File: src/rtl/uart_pkg.sv
// Shared types and constants for the configurable UART receiver.
package uart_pkg;

  typedef enum logic [1:0] {NONE, EVEN, ODD} parity_e;

  typedef enum logic [2:0] {IDLE, START, DATA, PARITY, STOP, BREAK} rx_state_e;

  localparam int MIN_DIV = 4;

  function automatic parity_e to_parity(input logic [1:0] mode);
    case (mode)
      2'b01:   return EVEN;
      2'b10:   return ODD;
      default: return NONE;
    endcase
  endfunction

endpackage

File: src/rtl/uart_rx_cfg_if.sv
// Received-word hand-off: held word plus its error flags, valid/ready.
interface uart_rx_cfg_if #(
  parameter int DATA_BITS = 8
) ();
  logic [DATA_BITS-1:0] rx_data;
  logic                 rx_valid;
  logic                 rx_ready;
  logic                 parity_err;
  logic                 framing_err;

  modport master (output rx_data, rx_valid, parity_err, framing_err, input rx_ready);
  modport slave  (input rx_data, rx_valid, parity_err, framing_err, output rx_ready);
endinterface

File: src/rtl/uart_rx_sampler.sv
// Line synchroniser, bit-period counter and 3-sample majority vote.
// Vote result is valid on mid_strobe (counter at div/2+1); end_strobe marks div-1.
module uart_rx_sampler #(
  parameter int DIV_WIDTH   = 16,
  parameter int SYNC_STAGES = 2
) (
  input  logic                 clock,
  input  logic                 reset,
  input  logic                 rx,
  input  logic                 cnt_clr,
  input  logic [DIV_WIDTH-1:0] div,
  output logic                 rx_sync,
  output logic                 fall_edge,
  output logic                 mid_strobe,
  output logic                 bit_val,
  output logic                 end_strobe
);
  logic [SYNC_STAGES-1:0] r_sync;
  logic                   r_prev;
  logic [DIV_WIDTH-1:0]   r_cnt;
  logic                   r_s0;
  logic                   r_s1;
  logic [DIV_WIDTH-1:0]   w_half;

  assign w_half     = div >> 1;
  assign rx_sync    = r_sync[SYNC_STAGES-1];
  assign fall_edge  = r_prev & ~rx_sync;
  assign mid_strobe = (r_cnt == w_half + DIV_WIDTH'(1));
  assign end_strobe = (r_cnt == div - DIV_WIDTH'(1));
  assign bit_val    = (r_s0 & r_s1) | (r_s0 & rx_sync) | (r_s1 & rx_sync);

  // Idle-high line: synchroniser resets to 1 so reset release is not a start edge.
  always_ff @(posedge clock) begin
    if (reset) begin
      r_sync <= '1;
      r_prev <= 1'b1;
    end else begin
      r_sync <= {r_sync[SYNC_STAGES-2:0], rx};
      r_prev <= rx_sync;
    end
  end

  always_ff @(posedge clock) begin
    if (reset || cnt_clr || end_strobe) begin
      r_cnt <= '0;
    end else begin
      r_cnt <= r_cnt + DIV_WIDTH'(1);
    end
  end

  always_ff @(posedge clock) begin
    if (reset) begin
      r_s0 <= 1'b1;
      r_s1 <= 1'b1;
    end else begin
      if (r_cnt == w_half - DIV_WIDTH'(1)) r_s0 <= rx_sync;
      if (r_cnt == w_half) r_s1 <= rx_sync;
    end
  end

endmodule

File: src/rtl/uart_rx_cfg.sv
// Configurable UART receiver: frame FSM, parity/break checks, valid/ready output register.
// Word appears 1 cycle after the last stop vote; a frame finishing while a word is held and not taken is dropped (overrun).
module uart_rx_cfg
  import uart_pkg::*;
#(
  parameter int DATA_BITS   = 8,
  parameter int DIV_WIDTH   = 16,
  parameter int SYNC_STAGES = 2
) (
  input  logic                 clock,
  input  logic                 reset,
  input  logic [DIV_WIDTH-1:0] clock_div,
  input  logic [1:0]           parity_mode,
  input  logic                 two_stop,
  input  logic                 rx,
  uart_rx_cfg_if.master        rx_out,
  output logic                 rx_done,
  output logic                 overrun_err,
  output logic                 break_det,
  output logic                 busy
);
  rx_state_e            r_state, w_next;
  logic [DIV_WIDTH-1:0] r_div;
  parity_e              r_par;
  logic                 r_two;
  logic [DATA_BITS-1:0] r_shift, r_data;
  logic [3:0]           r_bit_idx;
  logic                 r_stop_idx, r_par_bit, r_frm_acc;
  logic                 r_valid, r_perr, r_ferr, r_done, r_ovr, r_brk;
  logic                 w_rx_sync, w_fall, w_mid, w_bit, w_end;
  logic                 w_cnt_clr, w_latch, w_busy, w_brk_hit, w_done;
  logic                 w_data_last, w_break_cond, w_perr;

  uart_rx_sampler #(.DIV_WIDTH(DIV_WIDTH), .SYNC_STAGES(SYNC_STAGES)) u_sampler (
    .clock      (clock),
    .reset      (reset),
    .rx         (rx),
    .cnt_clr    (w_cnt_clr),
    .div        (r_div),
    .rx_sync    (w_rx_sync),
    .fall_edge  (w_fall),
    .mid_strobe (w_mid),
    .bit_val    (w_bit),
    .end_strobe (w_end)
  );

  // At the minimum divisor mid and end strobes coincide, so the last data bit is
  // recognised in the same cycle it is sampled.
  assign w_data_last  = (r_bit_idx == 4'(DATA_BITS)) ||
                        (w_mid && (r_bit_idx == 4'(DATA_BITS - 1)));
  assign w_break_cond = (r_shift == '0) && ((r_par == NONE) || !r_par_bit) && !w_bit;

  always_comb begin
    case (r_par)
      EVEN:    w_perr = r_par_bit ^ (^r_shift);
      ODD:     w_perr = ~(r_par_bit ^ (^r_shift));
      default: w_perr = 1'b0;
    endcase
  end

  always_ff @(posedge clock) begin
    if (reset) r_state <= IDLE;
    else       r_state <= w_next;
  end

  always_comb begin
    w_next = r_state;
    case (r_state)
      IDLE:   if (w_fall) w_next = START;
      START:  if (w_mid && w_bit) w_next = IDLE;
              else if (w_end) w_next = DATA;
      DATA:   if (w_end && w_data_last) w_next = (r_par != NONE) ? PARITY : STOP;
      PARITY: if (w_end) w_next = STOP;
      STOP:   if (w_brk_hit) w_next = BREAK;
              else if (w_done) w_next = IDLE;
      BREAK:  if (w_end) w_next = IDLE;
      default: w_next = IDLE;
    endcase
  end

  always_comb begin
    w_busy    = (r_state != IDLE);
    w_latch   = (r_state == IDLE) && w_fall;
    // In BREAK the counter only advances while the line is high.
    w_cnt_clr = (r_state == IDLE) || ((r_state == BREAK) && !w_rx_sync);
    w_brk_hit = (r_state == STOP) && w_mid && !r_stop_idx && w_break_cond;
    w_done    = (r_state == STOP) && w_mid && !w_brk_hit && (r_stop_idx == r_two);
  end

  always_ff @(posedge clock) begin
    if (reset) begin
      r_div      <= DIV_WIDTH'(MIN_DIV);
      r_par      <= NONE;
      r_two      <= 1'b0;
      r_shift    <= '0;
      r_data     <= '0;
      r_bit_idx  <= '0;
      r_stop_idx <= 1'b0;
      r_par_bit  <= 1'b0;
      r_frm_acc  <= 1'b0;
      r_valid    <= 1'b0;
      r_perr     <= 1'b0;
      r_ferr     <= 1'b0;
      r_done     <= 1'b0;
      r_ovr      <= 1'b0;
      r_brk      <= 1'b0;
    end else begin
      r_done <= w_done;
      r_brk  <= w_brk_hit;
      r_ovr  <= 1'b0;
      if (w_latch) begin
        r_div      <= (clock_div < DIV_WIDTH'(MIN_DIV)) ? DIV_WIDTH'(MIN_DIV) : clock_div;
        r_par      <= to_parity(parity_mode);
        r_two      <= two_stop;
        r_bit_idx  <= '0;
        r_stop_idx <= 1'b0;
        r_par_bit  <= 1'b0;
        r_frm_acc  <= 1'b0;
      end
      if ((r_state == DATA) && w_mid) begin
        r_shift   <= {w_bit, r_shift[DATA_BITS-1:1]};
        r_bit_idx <= r_bit_idx + 4'd1;
      end
      if ((r_state == PARITY) && w_mid) r_par_bit <= w_bit;
      if ((r_state == STOP) && w_mid && !w_bit) r_frm_acc <= 1'b1;
      if ((r_state == STOP) && w_end) r_stop_idx <= 1'b1;
      if (w_done) begin
        if (!r_valid || rx_out.rx_ready) begin
          r_data  <= r_shift;
          r_perr  <= w_perr;
          r_ferr  <= r_frm_acc | ~w_bit;
          r_valid <= 1'b1;
        end else begin
          r_ovr <= 1'b1;
        end
      end else if (r_valid && rx_out.rx_ready) begin
        r_valid <= 1'b0;
      end
    end
  end

  assign rx_out.rx_data     = r_data;
  assign rx_out.rx_valid    = r_valid;
  assign rx_out.parity_err  = r_perr;
  assign rx_out.framing_err = r_ferr;
  assign rx_done            = r_done;
  assign overrun_err        = r_ovr;
  assign break_det          = r_brk;
  assign busy               = w_busy;

endmodule

File: src/flat_wrapper.sv
// flat-port wrapper written by rule: the top's interface ports become plain ports
module uart_rx_cfg_flat import uart_pkg::*;
#(
  parameter int DATA_BITS   = 8,
  parameter int DIV_WIDTH   = 16,
  parameter int SYNC_STAGES = 2
)
  (clock, reset, clock_div, parity_mode, two_stop, rx, rx_done, overrun_err, break_det, busy, rx_out_rx_data, rx_out_rx_valid, rx_out_parity_err, rx_out_framing_err, rx_out_rx_ready);
  uart_rx_cfg_if #(.DATA_BITS(DATA_BITS)) rx_out_i ();
  input  logic clock;
  input  logic reset;
  input  logic [DIV_WIDTH-1:0] clock_div;
  input  logic [1:0] parity_mode;
  input  logic two_stop;
  input  logic rx;
  output logic rx_done;
  output logic overrun_err;
  output logic break_det;
  output logic busy;
  output wire logic [$bits(rx_out_i.rx_data)-1:0] rx_out_rx_data;
  output wire logic [$bits(rx_out_i.rx_valid)-1:0] rx_out_rx_valid;
  output wire logic [$bits(rx_out_i.parity_err)-1:0] rx_out_parity_err;
  output wire logic [$bits(rx_out_i.framing_err)-1:0] rx_out_framing_err;
  input wire logic [$bits(rx_out_i.rx_ready)-1:0] rx_out_rx_ready;
  assign rx_out_rx_data = rx_out_i.rx_data;
  assign rx_out_rx_valid = rx_out_i.rx_valid;
  assign rx_out_parity_err = rx_out_i.parity_err;
  assign rx_out_framing_err = rx_out_i.framing_err;
  assign rx_out_i.rx_ready = rx_out_rx_ready;
  uart_rx_cfg #(.DATA_BITS(DATA_BITS), .DIV_WIDTH(DIV_WIDTH), .SYNC_STAGES(SYNC_STAGES)) u_core (.clock(clock), .reset(reset), .clock_div(clock_div), .parity_mode(parity_mode), .two_stop(two_stop), .rx(rx), .rx_out(rx_out_i), .rx_done(rx_done), .overrun_err(overrun_err), .break_det(break_det), .busy(busy));
endmodule
File: config.mk
export PLATFORM = sky130hd
export DESIGN_NAME = uart_rx_cfg_flat
export DESIGN_NICKNAME = d
export VERILOG_FILES = /design/src/rtl/uart_pkg.sv /design/src/rtl/uart_rx_cfg_if.sv /design/src/rtl/uart_rx_sampler.sv /design/src/rtl/uart_rx_cfg.sv /design/src/flat_wrapper.sv
export SDC_FILE = /design/constraint.sdc
export NUM_CORES = 1
export LEC_CHECK = 0
export BUFFER_PORTS_ARGS = -buffer_cell sky130_fd_sc_hd__buf_4
export CORE_MARGIN = 3
export CORE_UTILIZATION = 35
export DETAILED_ROUTE_END_ITERATION = 7
export PLACE_DENSITY = 0.56
export SYNTH_ARGS = -nofsm -noshare
export SYNTH_HDL_FRONTEND = slang
export SYNTH_HIERARCHICAL = 1
export SYNTH_SLANG_ARGS = --single-unit
File: constraint.sdc
create_clock -name clock -period 3.7 [get_ports clock]
set_clock_uncertainty 0.15 [all_clocks]
set_input_delay 0.185 -clock clock [delete_from_list [all_inputs] [get_ports clock]]
set_output_delay 0.185 -clock clock [all_outputs]
set_load 0.03 [all_outputs]
==> metrics.md, run 1 <==
| Metric | Value |
|---|---|
| Worst reg2reg path depth | 11 |
| Post-Route Utilization | 0.4442 |
| Outcome | finished, final reports clean |
| Die area | 15180 um2 |
| Worst Path Max Fanout | 7 |
| Initial Utilization | 0.3603 |
| First-pass GRT wire length | 23.58 mm |
| Ranking of synthesized cells by area | dfxtp_1 (30%), xnor2_1 (8.4%), nand2_1 (5.7%) |
| Detailed Place HPWL | 10.45 mm |
| PD cells | 345.2 nW/um2 |
| Minimum clock period | 3561 ps |
| Final nets | 717 |
| CP peak stage delay | 570 ps |
| Critical Path Source Type | register |
| Routed wire length | 14.33 mm |
| Leak | 0.002077 uW |
| Clock power share | 0.393 |
| Vias in the first global route | 4528 |
| Register bit total from synthesis | 72 |
| EDFF count, synth | 0 |
| Skew-Pair Late Insertion Delay | 330 ps |
| Detailed Routing Iterations Pass 1 | 5 |
| All-Layer GR Usage | 0.1953 |
| Synth cell count leaders | nand2_1 (73), dfxtp_1 (72), nor2_1 (49), a21oi_1 (47), xnor2_1 (46) |
| Int Power | 1429 uW |
| Clock transition at the registers of the reported paths | 60 ps |
| Net count after synthesis | 657 |
| Core Box Area | 13350 um2 |
| Root Driver | clkbuf_16 |
| CTS tree | built |
| Layout area overhead | 23.28% |
| WL/cell | 16.59 um |
| Row count | 42 |
| Final Hold Fails | 0 |
| Chip width | 123.2 um |
| Req. time, crit path | 3760 ps |
| Setup CP Type | reg -> reg |
| Fin. max-slew vios | 0 |
| DRT antenna net count | 0 |
| Vias/cell | 5.556 |
| Logic pwr share | 0.200 |
| Iteration-0 DRC Markers | 345 |
| Setup crit end kind | register |
| Synthesized area | 4810 um2 |
| ANT cells | 0 |
| Final Setup Violations | 0 |
| Post-Syn Instances | 623 |
| Synth Area per Inst | 7.720 um2 |
| Inserted Clock Buffers | 9 |
| Global route overflow | 0 |
| H-Tree Depth | 3 |
| WHS Path Cells | 4 |
| Hold crit path type | in -> reg |
| Max Buffers Root-to-Sink | 2 |
| # clock sinks | 72 |
| Crit share post-route | 0.9624 |
| Max-cap violations | 0 |
| Buffers & Inverters on Critical Path | 1 |
| CP Cell Sequence | nand4_1 -> or4_4 -> a21oi_1 -> nor2_1 -> or4b_1 -> nor4b_2 -> buf_4 -> nor4bb_4 -> a2111oi_1 -> a211oi_2 -> mux2_1 |
| Die height | 123.2 um |
| Top-count cell post-synth | nand2_1 |
| Port bufs | 37 |
| Worst Hold Slack | 54.39 ps |
| Net Sw Frac | 0.3016 |
| Worst-Margin Slew | 921.0 ps |
| Relative slew slack | 0.3841 |
| Fmax | 280.8 MHz |
| VDD IR max | 0.3034 mV |
| Switch Pwr | 617.2 uW |
| GP Congestion | 0.9259 |
| Crit. path cell count | 11 |
| Crit-path slowest cell | or4_4 |
| CP top delay family | simple AND/OR/NAND/NOR gates |
| Synth Warn # | 6 |
| FFs w/ async S/R, synth | 0 |
| Layout cells sized above 1 | 0.1744 |
| Post-synth top area share | 0.2997 |
| Largest net degree at the start of global routing | 71 |
| I/O pin cnt | 38 |
| Initial antenna violation count | 0 |
| Top FF cell, synth | dfxtp_1 |
| Fillers | 1341 |
| Vias | 4800 |
| # DRC | 0 |
| Register area share after synthesis | 0.2997 |
| Sequential Power Share | 0.407 |
| Synth unique cells | 76 |
| Yosys top cell by area | dfxtp_1 |
| CP arrival | 3620 ps |
worst reg2reg max path: cells and delay by family (launching register included):
family | cells | cell delay [ps]
simple gates | 6 | 1840
flops | 1 | 370
compound gates | 3 | 530
buf+inv | 1 | 200
mux | 1 | 350
worst paths after layout:
path | startpoint | end | slack (ps)
worst max-delay path | u_core/r_div[1] | u_core/r_state[2] | 140
worst min register to register | u_core/u_sampler/r_sync[0] | u_core/u_sampler/r_sync[1] | 270
worst max register to register | u_core/r_div[1] | u_core/r_state[2] | 140
worst min-delay path | clock_div[2] | u_core/r_div[2] | 50
state kept, by name (all words and copies together) (netlist names), 2 cells and up:
register,count
u_core/r_par,2
u_core/u_sampler/r_sync,2
u_core/rx_out.rx_data,8
u_core/u_sampler/r_cnt,16
u_core/r_bit_idx,4
u_core/r_state,3
u_core/r_shift,8
u_core/r_div,16
cells in the final DEF, fill, tap and decap left out, types with 3 or more instances in the layout:
cell type,count
a21oi_1,47
nor4b_1,5
nor4_1,27
and4b_1,3
nand3_1,30
mux2i_1,7
nand2b_1,7
a221oi_1,3
dfxtp_2,3
dfxtp_1,69
nor2_1,49
nand4_1,15
xor2_1,14
or2_2,4
dlygate4sd3_1,20
o31a_1,4
xnor2_1,46
inv_1,20
and4_1,3
clkbuf_16,9
clkinvlp_4,3
o21ai_0,20
nand2_1,73
nor2b_1,10
and3_1,3
and2_1,3
a31oi_1,3
nor3b_1,5
buf_4,80
a211oi_1,6
nor3_1,19
nand3b_1,5
ha_1,11
a22oi_1,3
final cells by class:
| class | instances | area (um2) | area share |
|---|---|---|---|
| clock buffers | 9 | 225.2 | 0.03798 |
| clock inverters | 7 | 53.80 | 0.009074 |
| inverters | 20 | 75.07 | 0.01266 |
| multi-input cells | 480 | 3109 | 0.5244 |
| flip-flops and latches | 72 | 1445 | 0.2437 |
| well taps | 176 | 220.2 | 0.03714 |
| repair buffers | 100 | 800.8 | 0.1350 |
per-stage QoR:
step	power [uW]	cells	area [um2]	TNS, ps	worst slack [ps]
2_1_floorplan	1109	623	4816	0	3.658
3_3_place_gp	1228	827	5408	0	42.95
3_5_place_dp	1234	827	5408	-41.13	-41.13
4_1_cts	2058	864	5894	0	2.478
5_1_grt	2146	864	5929	-11.15	-11.15
6_report	2047	864	5929	0	139.1
power groups by stage:
| stage | sequential (uW) | clock, uW | combinational, uW |
|---|---|---|---|
| after floorplan | 829 | 0 | 280 |
| after global placement | 847 | 0 | 381 |
| after detailed placement | 848 | 0 | 386 |
| after CTS | 831 | 824 | 404 |
| after global routing | 836 | 860 | 450 |
| final | 832 | 804 | 410 |
cell families after synthesis:
kind of cell / after synthesis / synth area share
adder cells (fa/ha/maj): 12 / 0.03070
flip-flops: 72 / 0.2997
buffers and inverters: 71 / 0.06347
AND/OR/NAND/NOR: 284 / 0.3218
XOR/XNOR: 61 / 0.1139
AO/OA/AOI/OAI: 114 / 0.1512
multiplexers: 9 / 0.01925
timing repair:
action,CTS,global route
pin swaps,0,2
endpoints found under the setup margin,2,12
endpoints found under the hold margin,19,0
resized for setup,0,11
cloned,0,0
buffers inserted,1,0
hold buffers,20,0
layer usage:
layer  vias up  part of all wire  routed length, um  global-route usage
met3        21             0.052                744             0.03248
met4         0             0.022                316             0.05675
met2       147              0.46               6591              0.3095
met5         -                 0                  0                   0
li1       2340                 -                  -                   -
met1      2292              0.47               6682              0.2733
(Power assumes the default switching activity.)
==> inputs of run 2 (changes only) <==
==> constraint.sdc (replaced) <==
create_clock -name clock -period 3.7 [get_ports clock]
set_clock_uncertainty 0.15 [all_clocks]
set_input_delay 0.37 -clock clock [delete_from_list [all_inputs] [get_ports clock]]
set_output_delay 0.37 -clock clock [all_outputs]
set_load 0.03 [all_outputs]
==> run 2 against run 1 <==
Effect of this change: flip-flop and latch count did not move; sequential power barely moved; final cell count fell by 2.3%; clock-buffer cell count did not move; core utilization fell by 1.5 points; worst hold slack improved by 32 ps; die area did not move.
==> metrics.md, run 2 (synthesis gave the netlist of run 1 again) <==
| Metric | Value |
|---|---|
| Outcome | finished, final reports clean (unchanged) |
| Iteration-0 DRC Markers | 363 (was 345) |
| Final nets | 697 (was 717) |
| Fillers | 1357 (was 1341) |
| Die height | 123.2 um (unchanged) |
| Logic pwr share | 0.194 (was 0.200) |
| Worst reg2reg path depth | 11 (unchanged) |
| Row count | 42 (unchanged) |
| Req. time, crit path | 3760 ps (about the same) |
| Net Sw Frac | 0.3024 (was 0.3016) |
| Layout cells sized above 1 | 0.1796 (was 0.1744) |
| Switch Pwr | 613.8 uW (was 617.2 uW) |
| Initial Utilization | 0.3603 (unchanged) |
| Layout area overhead | 19.12% (was 23.28%) |
| Die area | 15180 um2 (unchanged) |
| Sequential Power Share | 0.410 (was 0.407) |
| Commonest non-fill, non-tap cell in the layout | buf_4 (unchanged) |
| Setup crit end kind | register (unchanged) |
| Max-cap violations | 0 (unchanged) |
| Vias in the first global route | 4418 (was 4528) |
| Reg-to-Reg End | u_core/r_state[2] (unchanged) |
| Detailed Place HPWL | 10.45 mm (unchanged) |
| Hold Startpoint | rx (was clock_div[2]) |
| CTS tree | built (unchanged) |
| PD cells | 354.3 nW/um2 (was 345.2 nW/um2) |
| RR Startpoint | u_core/r_div[1] (unchanged) |
| Clock transition at the registers of the reported paths | 60 ps (about the same) |
| Global route overflow | 0 (unchanged) |
| Int Power | 1416 uW (was 1429 uW) |
| WL/cell | 16.90 um (was 16.59 um) |
| Final Setup Violations | 0 (unchanged) |
| Fmax | 281.3 MHz (was 280.8 MHz) |
| Worst Path Max Fanout | 7 (unchanged) |
| Inserted Clock Buffers | 9 (unchanged) |
| I/O pin cnt | 38 (unchanged) |
| ANT cells | 0 (unchanged) |
| # DRC | 0 (unchanged) |
| Setup tns final | 0 ps (unchanged) |
| All-Layer GR Usage | 0.1920 (was 0.1953) |
| Port bufs | 37 (unchanged) |
| Leak | 0.001996 uW (was 0.002077 uW) |
| Max Buffers Root-to-Sink | 2 (unchanged) |
| # clock sinks | 72 (unchanged) |
| DRT antenna net count | 0 (unchanged) |
| Initial antenna violation count | 0 (unchanged) |
| Crit share post-route | 0.9609 (was 0.9624) |
| Vias | 4717 (was 4800) |
| H-Tree Depth | 3 (unchanged) |
| Critical Path Source Type | register (unchanged) |
| Worst hold endpoint | u_core/u_sampler/r_sync[0] (was u_core/r_div[2]) |
| Vias/cell | 5.589 (was 5.556) |
| Detailed Routing Iterations Pass 1 | 5 (unchanged) |
| Hold crit path type | in -> reg (unchanged) |
| Final Hold Fails | 0 (unchanged) |
| Flop-to-flop setup slack | 140 ps (about the same) |
| WHS Path Cells | 2 (was 4) |
| GP Congestion | 0.9259 (unchanged) |
| Minimum clock period | 3555 ps (was 3561 ps) |
| Chip width | 123.2 um (unchanged) |
| Skew-Pair Late Insertion Delay | 330 ps (about the same) |
| Root Driver | clkbuf_16 (unchanged) |
| First-pass GRT wire length | 23.14 mm (was 23.58 mm) |
| Largest net degree at the start of global routing | 71 (unchanged) |
| Core Box Area | 13350 um2 (unchanged) |
| Routed wire length | 14.26 mm (was 14.33 mm) |
| Worst-Margin Slew | 921.8 ps (was 921.0 ps) |
| Top flop regs | u_core/r_div: 16 flops, u_core/u_sampler/r_cnt: 16 flops (unchanged) |
| CP arrival | 3620 ps (about the same) |
| Clock power share | 0.396 (was 0.393) |
| Total power | 2030 uW (was 2047 uW) |
| Setup CP Type | reg -> reg (unchanged) |
| Most frequent cells in the layout | buf_4 (80), nand2_1 (73), dfxtp_1 (69) (unchanged) |
| VDD IR max | 0.2945 mV (was 0.3034 mV) |
| Relative slew slack | 0.3836 (was 0.3841) |
| Fin. max-slew vios | 0 (unchanged) |
## run 2: through the flow
step                instances  area, um2  hold slack (ps)    util  worst slack [ps]
floorplan                 623       4816            239.5       -             3.658
global placement          827       5408            258.6  0.4051             42.95
detailed placement        827       5408            255.0  0.4051            -41.13
CTS                       844       5694            77.70  0.4266             2.478
global route              844       5729            73.65  0.4292            -11.15
finish                    844       5729            86.81  0.4292             144.6
## run 2: worst max-delay path by stage
| stage | cells past startpoint | slack (ps) | endpoint | start |
|---|---|---|---|---|
| 3_5_place_dp | 11 | -40 | u_core/r_state[2] | u_core/r_div[1] |
| 4_1_cts | 11 | 2 | u_core/r_state[2] | u_core/r_div[1] |
| 6_report | 11 | 140 | u_core/r_state[2] | u_core/r_div[1] |
| 5_1_grt | 11 | -10 | u_core/r_state[2] | u_core/r_div[1] |
| 2_1_floorplan | 11 | 4 | u_core/r_state[2] | u_core/r_div[2] |
| 3_3_place_gp | 11 | 40 | u_core/r_state[2] | u_core/r_div[1] |
## run 2: layout make-up
cell class / instances / area, um2 / share of cell area
tap: 176 / 220.2 / 0.03844
inverter: 20 / 75.07 / 0.01310
sequential: 72 / 1445 / 0.2522
multi-input combinational: 480 / 3109 / 0.5427
clock buffer: 9 / 225.2 / 0.03931
clock inverter: 7 / 53.80 / 0.009391
timing repair buffer: 80 / 600.6 / 0.1048
## run 2: what timing repair did
action	in CTS	in global routing
buffers inserted	1	0
hold buffers	0	0
endpoints found under the setup margin	2	12
gates resized for setup	0	11
hold endpoints to repair	0	0
pin swaps	0	2
## run 2: power groups by stage
stage | Sequential, uW | Clock (uW) | Combinational, uW
after detailed placement | 848 | 0 | 386
after global routing | 836 | 860 | 431
after global placement | 847 | 0 | 381
final | 833 | 803 | 394
after floorplan | 829 | 0 | 280
after CTS | 831 | 824 | 387
## run 2: worst max-delay path, stage by stage (launching register included)
cell and delay (ps):
dfxtp_2 380, nand4_1 120, or4_4 570, a21oi_1 190, nor2_1 60, or4b_1 540, nor4b_2 270, buf_4 200
and4b_1 230, nand4_2 120, a211oi_2 260, mux2_1 350
## run 2: per-layer routing
metal  routed length [um]  GRT usage  vias to the layer above
li1                     -          -                     2298
met1                 6790     0.2730                     2249
met2                 6484     0.2983                      150
met3                  668    0.03248                       20
met4                  317    0.05675                        0
met5                    0          0                        -
==> inputs of run 3 (changes only) <==
CORE_ASPECT_RATIO = 0.8   (was unset)
==> run 3 against run 2 <==
Effect of this change: final area grew 1.4%; largest cell class unchanged; sequential share of layout area fell by 0.42 points; final cell count is 0.12% lower; first-iteration DRC count increased by 0.28%; highest routed layer unchanged; maximum frequency down 0.24%.
==> metrics.md, run 3 (synthesis gave the netlist of run 1 again) <==
| Metric | Value |
|---|---|
| Outcome | finished, final reports clean (unchanged) |
| PD cells | 370.1 nW/um2 (was 354.3 nW/um2) |
| WL/cell | 17.42 um (was 16.90 um) |
| Minimum clock period | 3564 ps (was 3555 ps) |
| Detailed Routing Iterations Pass 1 | 5 (unchanged) |
| Iteration-0 DRC Markers | 364 (was 363) |
| Max Buffers Root-to-Sink | 2 (unchanged) |
| Max-cap violations | 0 (unchanged) |
| Layout area overhead | 20.84% (was 19.12%) |
| Finished Cell Area | 5812 um2 (was 5729 um2) |
| Setup ws final | 136.2 ps (was 144.6 ps) |
| # DRC | 0 (unchanged) |
| CP arrival | 3630 ps (was 3620 ps) |
| Int Power | 1511 uW (was 1416 uW) |
| Commonest non-fill, non-tap cell in the layout | buf_4 (unchanged) |
| Routed wire length | 14.69 mm (was 14.26 mm) |
| Skew-Pair Late Insertion Delay | 340 ps (was 330 ps) |
| Detailed Place HPWL | 10.67 mm (was 10.45 mm) |
| Switch Pwr | 639.6 uW (was 613.8 uW) |
| First-pass GRT wire length | 23.76 mm (was 23.14 mm) |
| Setup crit end kind | register (unchanged) |
| Worst-Margin Slew | 877.5 ps (was 921.8 ps) |
| Vias in the first global route | 4414 (was 4418) |
| Chip width | 137.1 um (was 123.2 um) |
| DRT antenna net count | 0 (unchanged) |
| Worst Path Max Fanout | 7 (unchanged) |
| Largest net degree at the start of global routing | 71 (unchanged) |
| VDD IR max | 0.2240 mV (was 0.2945 mV) |
| # clock sinks | 72 (unchanged) |
| Layout cells sized above 1 | 0.1901 (was 0.1796) |
| Critical Path Source Type | register (unchanged) |
| Vias | 4808 (was 4717) |
| Fin. max-slew vios | 0 (unchanged) |
| CTS tree | built (unchanged) |
| Global route overflow | 0 (unchanged) |
| Most frequent cells in the layout | buf_4 (78), nand2_1 (73), dfxtp_1 (72) (was buf_4 (80), nand2_1 (73), dfxtp_1 (69)) |
| Port bufs | 37 (unchanged) |
| Crit share post-route | 0.9632 (was 0.9609) |
| Net Sw Frac | 0.2973 (was 0.3024) |
| Inserted Clock Buffers | 9 (unchanged) |
| Hold crit path type | in -> reg (unchanged) |
| Final Setup Violations | 0 (unchanged) |
| H-Tree Depth | 3 (unchanged) |
| Initial Utilization | 0.3658 (was 0.3603) |
| Clock transition at the registers of the reported paths | 60 ps (about the same) |
| Worst Hold Slack | 77.68 ps (was 86.81 ps) |
| Initial antenna violation count | 0 (unchanged) |
| Leak | 0.002019 uW (was 0.001996 uW) |
| Vias/cell | 5.703 (was 5.589) |
| Req. time, crit path | 3770 ps (was 3760 ps) |
| All-Layer GR Usage | 0.1943 (was 0.1920) |
| Setup tns final | 0 ps (unchanged) |
| Final Hold Fails | 0 (unchanged) |
| GP Congestion | 0.9635 (was 0.9259) |
| Setup CP Type | reg -> reg (unchanged) |
| Final nets | 697 (unchanged) |
| Logic pwr share | 0.195 (was 0.194) |
| Clock power share | 0.419 (was 0.396) |
| DP Area | 5376 um2 (was 5408 um2) |
| Pre-CTS setup slack | 68.83 ps (was -41.13 ps) |
| I/O pin cnt | 38 (unchanged) |
| Top flop regs | u_core/r_div: 16 flops, u_core/u_sampler/r_cnt: 16 flops (unchanged) |
| Die area | 15190 um2 (was 15180 um2) |
| Fmax | 280.6 MHz (was 281.3 MHz) |
| Row count | 37 (was 42) |
| Root Driver | clkbuf_16 (unchanged) |
| ANT cells | 0 (unchanged) |
| Relative slew slack | 0.4132 (was 0.3836) |
| Sequential Power Share | 0.387 (was 0.410) |
| Core Box Area | 13150 um2 (was 13350 um2) |
| Die height | 110.9 um (was 123.2 um) |
-- run 3: per-layer routing --
| metal | part of all wire | up-vias | global-route usage |
|---|---|---|---|
| met5 | 0 | - | 0 |
| met4 | 0.013 | 0 | 0.05120 |
| met3 | 0.089 | 18 | 0.04719 |
| met2 | 0.43 | 206 | 0.2796 |
| met1 | 0.47 | 2281 | 0.2873 |
| li1 | - | 2303 | - |
-- run 3: what timing repair did --
item | CTS | global route
setup endpoints to repair | 0 | 14
hold buffers | 0 | 0
hold endpoints to repair | 0 | 0
resized for setup | 0 | 20
buffers inserted | 0 | 5
-- run 3: layout make-up --
class	instances	area (um2)
clock buffer	10	239.0
clock inverter	6	66.31
timing repair buffer	80	608.1
tap	175	219.0
multi-input combinational	480	3163
sequential	72	1441
fill	1332	7336
inverter	20	75.07
-- run 3: power groups by stage --
stage / Sequential (uW) / Combinational [uW] / Clock, uW
detailed placement: 847 / 399 / 0
CTS: 830 / 402 / 923
finish: 831 / 419 / 901
global route: 835 / 457 / 942
global placement: 847 / 395 / 0
floorplan: 829 / 280 / 0
-- run 3: stage by stage --
step / cells / utilization / power, uW
finish: 843 / 0.4420 / 2151
global route: 843 / 0.4420 / 2234
CTS: 838 / 0.4321 / 2154
detailed placement: 822 / 0.4089 / 1247
global placement: 822 / 0.4089 / 1242
floorplan: 623 / - / 1109
-- run 3: final timing paths --
| check | slack, ps | end | cells past startpoint | from |
|---|---|---|---|---|
| min reg2reg | 260 | u_core/u_sampler/r_sync[1] | 1 | u_core/u_sampler/r_sync[0] |
| min | 80 | u_core/u_sampler/r_sync[0] | 2 | rx |
| max | 140 | u_core/r_state[2] | 11 | u_core/r_div[1] |
| max reg2reg | 140 | u_core/r_state[2] | 11 | u_core/r_div[1] |
-- run 3: critical path, cell delays in order (launching register included) --
cell	delay (ps)
dfxtp_1	320
buf_6	130
inv_1	170
ha_1	240
or3b_1	490
o31a_1	350
nor4b_1	340
nor3_2	120
nor4_4	410
a2111oi_1	140
a211oi_2	250
mux2_4	330
